--- src/rtl/tx_uart.sv ---
// tx_uart: oversampled UART transmitter (16 baud ticks per bit).
// Serializes a byte as start bit, DBIT data bits LSB first, optional even
// parity bit, then SB_TICK ticks of stop level. Optional parity is enabled
// by defining the macro TX_UART_PARITY_EN.
//
// Parameters:
//   DBIT     data bits per frame (5..8)
//   SB_TICK  stop length in ticks (16 = 1, 24 = 1.5, 32 = 2 stop bits)
// Ports:
//   i_clock         system clock, rising edge
//   i_reset_n       synchronous active-low reset
//   i_tx_start      one-cycle transmit request, honoured only when idle
//   i_s_tick        baud tick, one clock wide, 16 per bit period
//   i_data          byte to send; bits [DBIT-1:0] used
//   o_tx            registered serial line, idles high
//   o_busy          high whenever a frame is in progress
//   o_tx_done_tick  one-clock pulse on the last tick of the stop period
module tx_uart #(
    parameter int unsigned DBIT    = 8,
    parameter int unsigned SB_TICK = 16
) (
    input  logic       i_clock,
    input  logic       i_reset_n,
    input  logic       i_tx_start,
    input  logic       i_s_tick,
    input  logic [7:0] i_data,
    output logic       o_tx,
    output logic       o_busy,
    output logic       o_tx_done_tick
);

    typedef enum logic [2:0] {
        StIdle,
        StStart,
        StData,
`ifdef TX_UART_PARITY_EN
        StParity,
`endif
        StStop
    } state_e;

    state_e            state_q, state_d;
    logic [4:0]        tick_q, tick_d;
    logic [2:0]        bit_q, bit_d;
    logic [DBIT-1:0]   shift_q, shift_d;
    logic              tx_q, tx_d;
`ifdef TX_UART_PARITY_EN
    logic              parity_q, parity_d;
`endif

    // State register.
    always_ff @(posedge i_clock) begin
        if (!i_reset_n) begin
            state_q  <= StIdle;
            tick_q   <= '0;
            bit_q    <= '0;
            shift_q  <= '0;
            tx_q     <= 1'b1;
`ifdef TX_UART_PARITY_EN
            parity_q <= 1'b0;
`endif
        end else begin
            state_q  <= state_d;
            tick_q   <= tick_d;
            bit_q    <= bit_d;
            shift_q  <= shift_d;
            tx_q     <= tx_d;
`ifdef TX_UART_PARITY_EN
            parity_q <= parity_d;
`endif
        end
    end

    // Next-state logic; all advancement outside idle is gated by the tick.
    always_comb begin
        state_d  = state_q;
        tick_d   = tick_q;
        bit_d    = bit_q;
        shift_d  = shift_q;
`ifdef TX_UART_PARITY_EN
        parity_d = parity_q;
`endif
        unique case (state_q)
            StIdle: begin
                if (i_tx_start) begin
                    shift_d  = i_data[DBIT-1:0];
                    tick_d   = '0;
                    state_d  = StStart;
`ifdef TX_UART_PARITY_EN
                    parity_d = ^i_data[DBIT-1:0];
`endif
                end
            end
            StStart: begin
                if (i_s_tick) begin
                    if (tick_q == 5'd15) begin
                        tick_d  = '0;
                        bit_d   = '0;
                        state_d = StData;
                    end else begin
                        tick_d = tick_q + 5'd1;
                    end
                end
            end
            StData: begin
                if (i_s_tick) begin
                    if (tick_q == 5'd15) begin
                        tick_d  = '0;
                        shift_d = shift_q >> 1;
                        if (bit_q == 3'(DBIT - 1)) begin
`ifdef TX_UART_PARITY_EN
                            state_d = StParity;
`else
                            state_d = StStop;
`endif
                        end else begin
                            bit_d = bit_q + 3'd1;
                        end
                    end else begin
                        tick_d = tick_q + 5'd1;
                    end
                end
            end
`ifdef TX_UART_PARITY_EN
            StParity: begin
                if (i_s_tick) begin
                    if (tick_q == 5'd15) begin
                        tick_d  = '0;
                        state_d = StStop;
                    end else begin
                        tick_d = tick_q + 5'd1;
                    end
                end
            end
`endif
            StStop: begin
                if (i_s_tick) begin
                    if (tick_q == 5'(SB_TICK - 1)) begin
                        tick_d  = '0;
                        state_d = StIdle;
                    end else begin
                        tick_d = tick_q + 5'd1;
                    end
                end
            end
            default: state_d = StIdle;
        endcase

        // Line level for the coming state, so o_tx changes on the same edge
        // as the state and stays a pure flop output.
        case (state_d)
            StStart:  tx_d = 1'b0;
            StData:   tx_d = shift_d[0];
`ifdef TX_UART_PARITY_EN
            StParity: tx_d = parity_d;
`endif
            default:  tx_d = 1'b1;
        endcase
    end

    // Outputs. Done is suppressed on a reset edge so an aborted frame
    // never reports completion.
    always_comb begin
        o_tx           = tx_q;
        o_busy         = (state_q != StIdle);
        o_tx_done_tick = i_reset_n && i_s_tick && (state_q == StStop) &&
                         (tick_q == 5'(SB_TICK - 1));
    end

endmodule

--- config.mk ---
export PLATFORM = sky130hd
export DESIGN_NAME = tx_uart
export DESIGN_NICKNAME = d
export VERILOG_FILES = /design/src/rtl/tx_uart.sv
export SDC_FILE = /design/constraint.sdc
export NUM_CORES = 1
export LEC_CHECK = 0
export BUFFER_PORTS_ARGS = -buffer_cell sky130_fd_sc_hd__buf_2
export CORE_MARGIN = 3
export CORE_UTILIZATION = 49
export DETAILED_ROUTE_END_ITERATION = 7
export PLACE_DENSITY = 0.72
export SLEW_MARGIN = 20
export SYNTH_ARGS = -nofsm -noshare
export SYNTH_HDL_FRONTEND = slang
export SYNTH_SLANG_ARGS = --single-unit
--- constraint.sdc ---
create_clock -name i_clock -period 1.7 [get_ports i_clock]
set_input_delay 0.085 -clock i_clock [delete_from_list [all_inputs] [get_ports i_clock]]
set_output_delay 0.085 -clock i_clock [all_outputs]
set_load 0.05 [all_outputs]
==> results.yml <==
placement:
  io_buffers: 14
  routabilityCongestion: 0.807
  dp_hpwl_um: 1600
  dp_cells: 167
timing:
  period_needed_ns: 1.91
  worst_slack_ns: -0.207
  period_share_pct: 112
  final-max-slew-violation-count: 0
  finalClockSkew_ns: 0.00453
  hold_viol: 0
  max_freq_ghz: 0.524
  rsz0062_at_grt: "true"
  setup_viol: 4
status:
  violations: "setup timing"
  status: "finished, violations left"
power_and_ir_drop:
  vdd_ir_drop_max_mv: 0.596
  internal_power_mw: 0.653
  combPwrFrac_pct: 10.8
  p_per_area_nw_per_um2: 630
  power_switching_mw: 0.196
  pwr-share-clk_pct: 31.8
  p_leak_nw: 0.509
  pwr-share-seq_pct: 57.3
  swShare_pct: 23.1
floorplan:
  die_w_um: 51.5
  io_pins: 15
  dieArea_um2: 2650
  coreArea_um2: 1840
  initial_utilization_pct: 55.1
  rows: 15
  die_height_um: 51.5
yosys:
  synth_edf_count: 0
  avgSynthCellArea_um2: 8.66
  ys_top_cells_by_area: "dfxtp_1 40%, a21boi_0 5.2%, nand2_1 5.2%"
  yosysWarnings: 0
  syn-num-nets: 132
  synthesis.area_um2: 1010
  async_flop_share_pct: 0
  synth_top_flop_cell: "dfxtp_1"
  synth_top_area_cell: "dfxtp_1"
  synth.top_cell.area_share_pct: 39.5
  synth_cell_types: 37
  ys_seq_elements: 20
  syn_inst: 117
  yosysSeqAreaShare_pct: 39.5
setup_path:
  worstPathArrival_ns: 2.13
  critPathLaunchType: "register"
  critPathRequiredTime_ns: 1.93
  crit_fanout: 5
  crit_type: "register to register"
  critPathCaptureType: "register"
final_layout:
  area_delta_synth_final_pct: 32.8
  mostFrequentLayoutCells: "19 x buf_4, 14 x nand2_1, 14 x dfxtp_1"
  multi_input_area_um2: 642
  mostFrequentLayoutCell: "buf_4"
  post_layout_nonfiller_instances: 174
  register_area_um2: 410
  drive_above_1_share_pct: 38.3
  num_antenna_cells: 0
  fillers: 155
  utilization_pct: 73.2
  nets: 165
route:
  drt_first_pass_iters: 4
  detail-route-antenna-nets: 0
  drtIter0Drc: 5
  post_drt_wl_per_cell_um: 12.9
  via_count: 944
  avgViaCountPerCell: 5.43
  drc: 0
  drt-total-wl_um: 2240
grt:
  antenna_found_initial: 0
  grt_use_met3_pct: 7.00
  use_met1_pct: 23.1
  grt_pass1_wl_um: 3960
  grt_max_degree: 18
  busiest_layer: "met2"
  grt.total_usage_pct: 19.8
  overflow: 0
  grt_pass1_vias: 928
  met2_usage_pct: 33.7
clocking:
  cts_hold_buf: 0
  cts_root_buf: "clkbuf_4"
  clk_latency_ns: 0.30
  clock_path_buffers: 2
  cts.sinks: 20
  cts_tree: "built"
  clk_pin_slew_ns: 0.10
  cts_inserted_buffers: 3
  h-tree-depth: 1
flow_run:
  cap_violations: 0
min_path:
  hold_class: "primary input to register"
per-layer routing:
metal / wire (µm) / part of all wire (%)
met1: 937 / 42
met2: 1180 / 53
met3: 100 / 4.5
met4: 14 / 0.63
met5: 0 / 0
stage by stage:
step	total power, mW	TNS, ns	setup WS, ns	hold slack, ns	instance area (µm²)
after floorplan	0.552	-0.372	-0.0971	0.238	1030
after global placement	0.583	-0.342	-0.116	0.338	1220
after detailed placement	0.586	-0.536	-0.192	0.349	1220
after CTS	0.858	-0.574	-0.202	0.0319	1300
after global routing	0.900	-1.12	-0.283	0.0609	1350
final	0.849	-0.637	-0.207	0.0398	1350
power groups by stage:
| stage | Sequential (mW) | Combinational, mW | Clock [mW] |
|---|---|---|---|
| after global routing | 0.489 | 0.102 | 0.309 |
| final | 0.487 | 0.0921 | 0.270 |
| after CTS | 0.488 | 0.0883 | 0.282 |
| after floorplan | 0.497 | 0.0553 | 0 |
| after global placement | 0.498 | 0.0853 | 0 |
| after detailed placement | 0.498 | 0.0878 | 0 |
Yosys cell counts, types with 2 or more instances:
library cell / n
a21boi_0: 7
a21boi_1: 4
a21oi_1: 6
a22oi_1: 6
and2_1: 2
clkbuf_1: 2
dfxtp_1: 20
ha_1: 3
inv_1: 5
nand2_1: 14
nand2b_1: 3
nand3_1: 2
nor2_1: 5
nor2b_1: 4
nor3b_1: 2
o21ai_0: 6
or3_1: 6
worst max-delay path, stage by stage (launching register included):
cell and delay, ns:
dfxtp_2 0.35, ha_4 0.16, ha_4 0.15, nor3b_2 0.16
a21oi_1 0.06, or4_4 0.44, or3_1 0.38, a21boi_1 0.13
repair_timing:
item                                    CTS  global route
pin swaps                                 4             1
resized for setup                        10            10
buffers inserted                          1             2
endpoints found under the setup margin    6            16
cell families (layout without fill, tap and decap cells):
kind of cell               Yosys count  after routing  share of synthesized area, %
and+or+nand+nor                     49             49                          28.6
DFF                                 20             20                          39.5
AOI/OAI and AO/OA                   34             34                          22.7
buffers and inverters                9             41                          4.20
other                                1              1                         0.370
xor gates and xnor gates             1              1                         0.864
adders and majority gates            3              3                          3.70
state kept, by name (all words and copies together) (netlist names):
name     cells
bit_q        3
o_tx         1
shift_q      8
state_q      3
tick_q       5
layout make-up:
class | instances | area share (%)
tap | 25 | 2.32
multi-input combinational | 88 | 47.7
inverter | 5 | 1.39
timing repair buffer | 32 | 15.4
sequential | 20 | 30.5
clock buffer | 4 | 2.70
path summary, 6_finish.rpt:
path | endpoint | depth (start not counted) | startpoint | slack (ns)
worst max-delay path | bit_q[1] | 7 | bit_q[0] | -0.21
worst min register to register | tick_q[4] | 2 | tick_q[4] | 0.47
worst min-delay path | shift_q[7] | 3 | i_data[7] | 0.04
worst max register to register | bit_q[1] | 7 | bit_q[0] | -0.21
(Power assumes the default switching activity.)
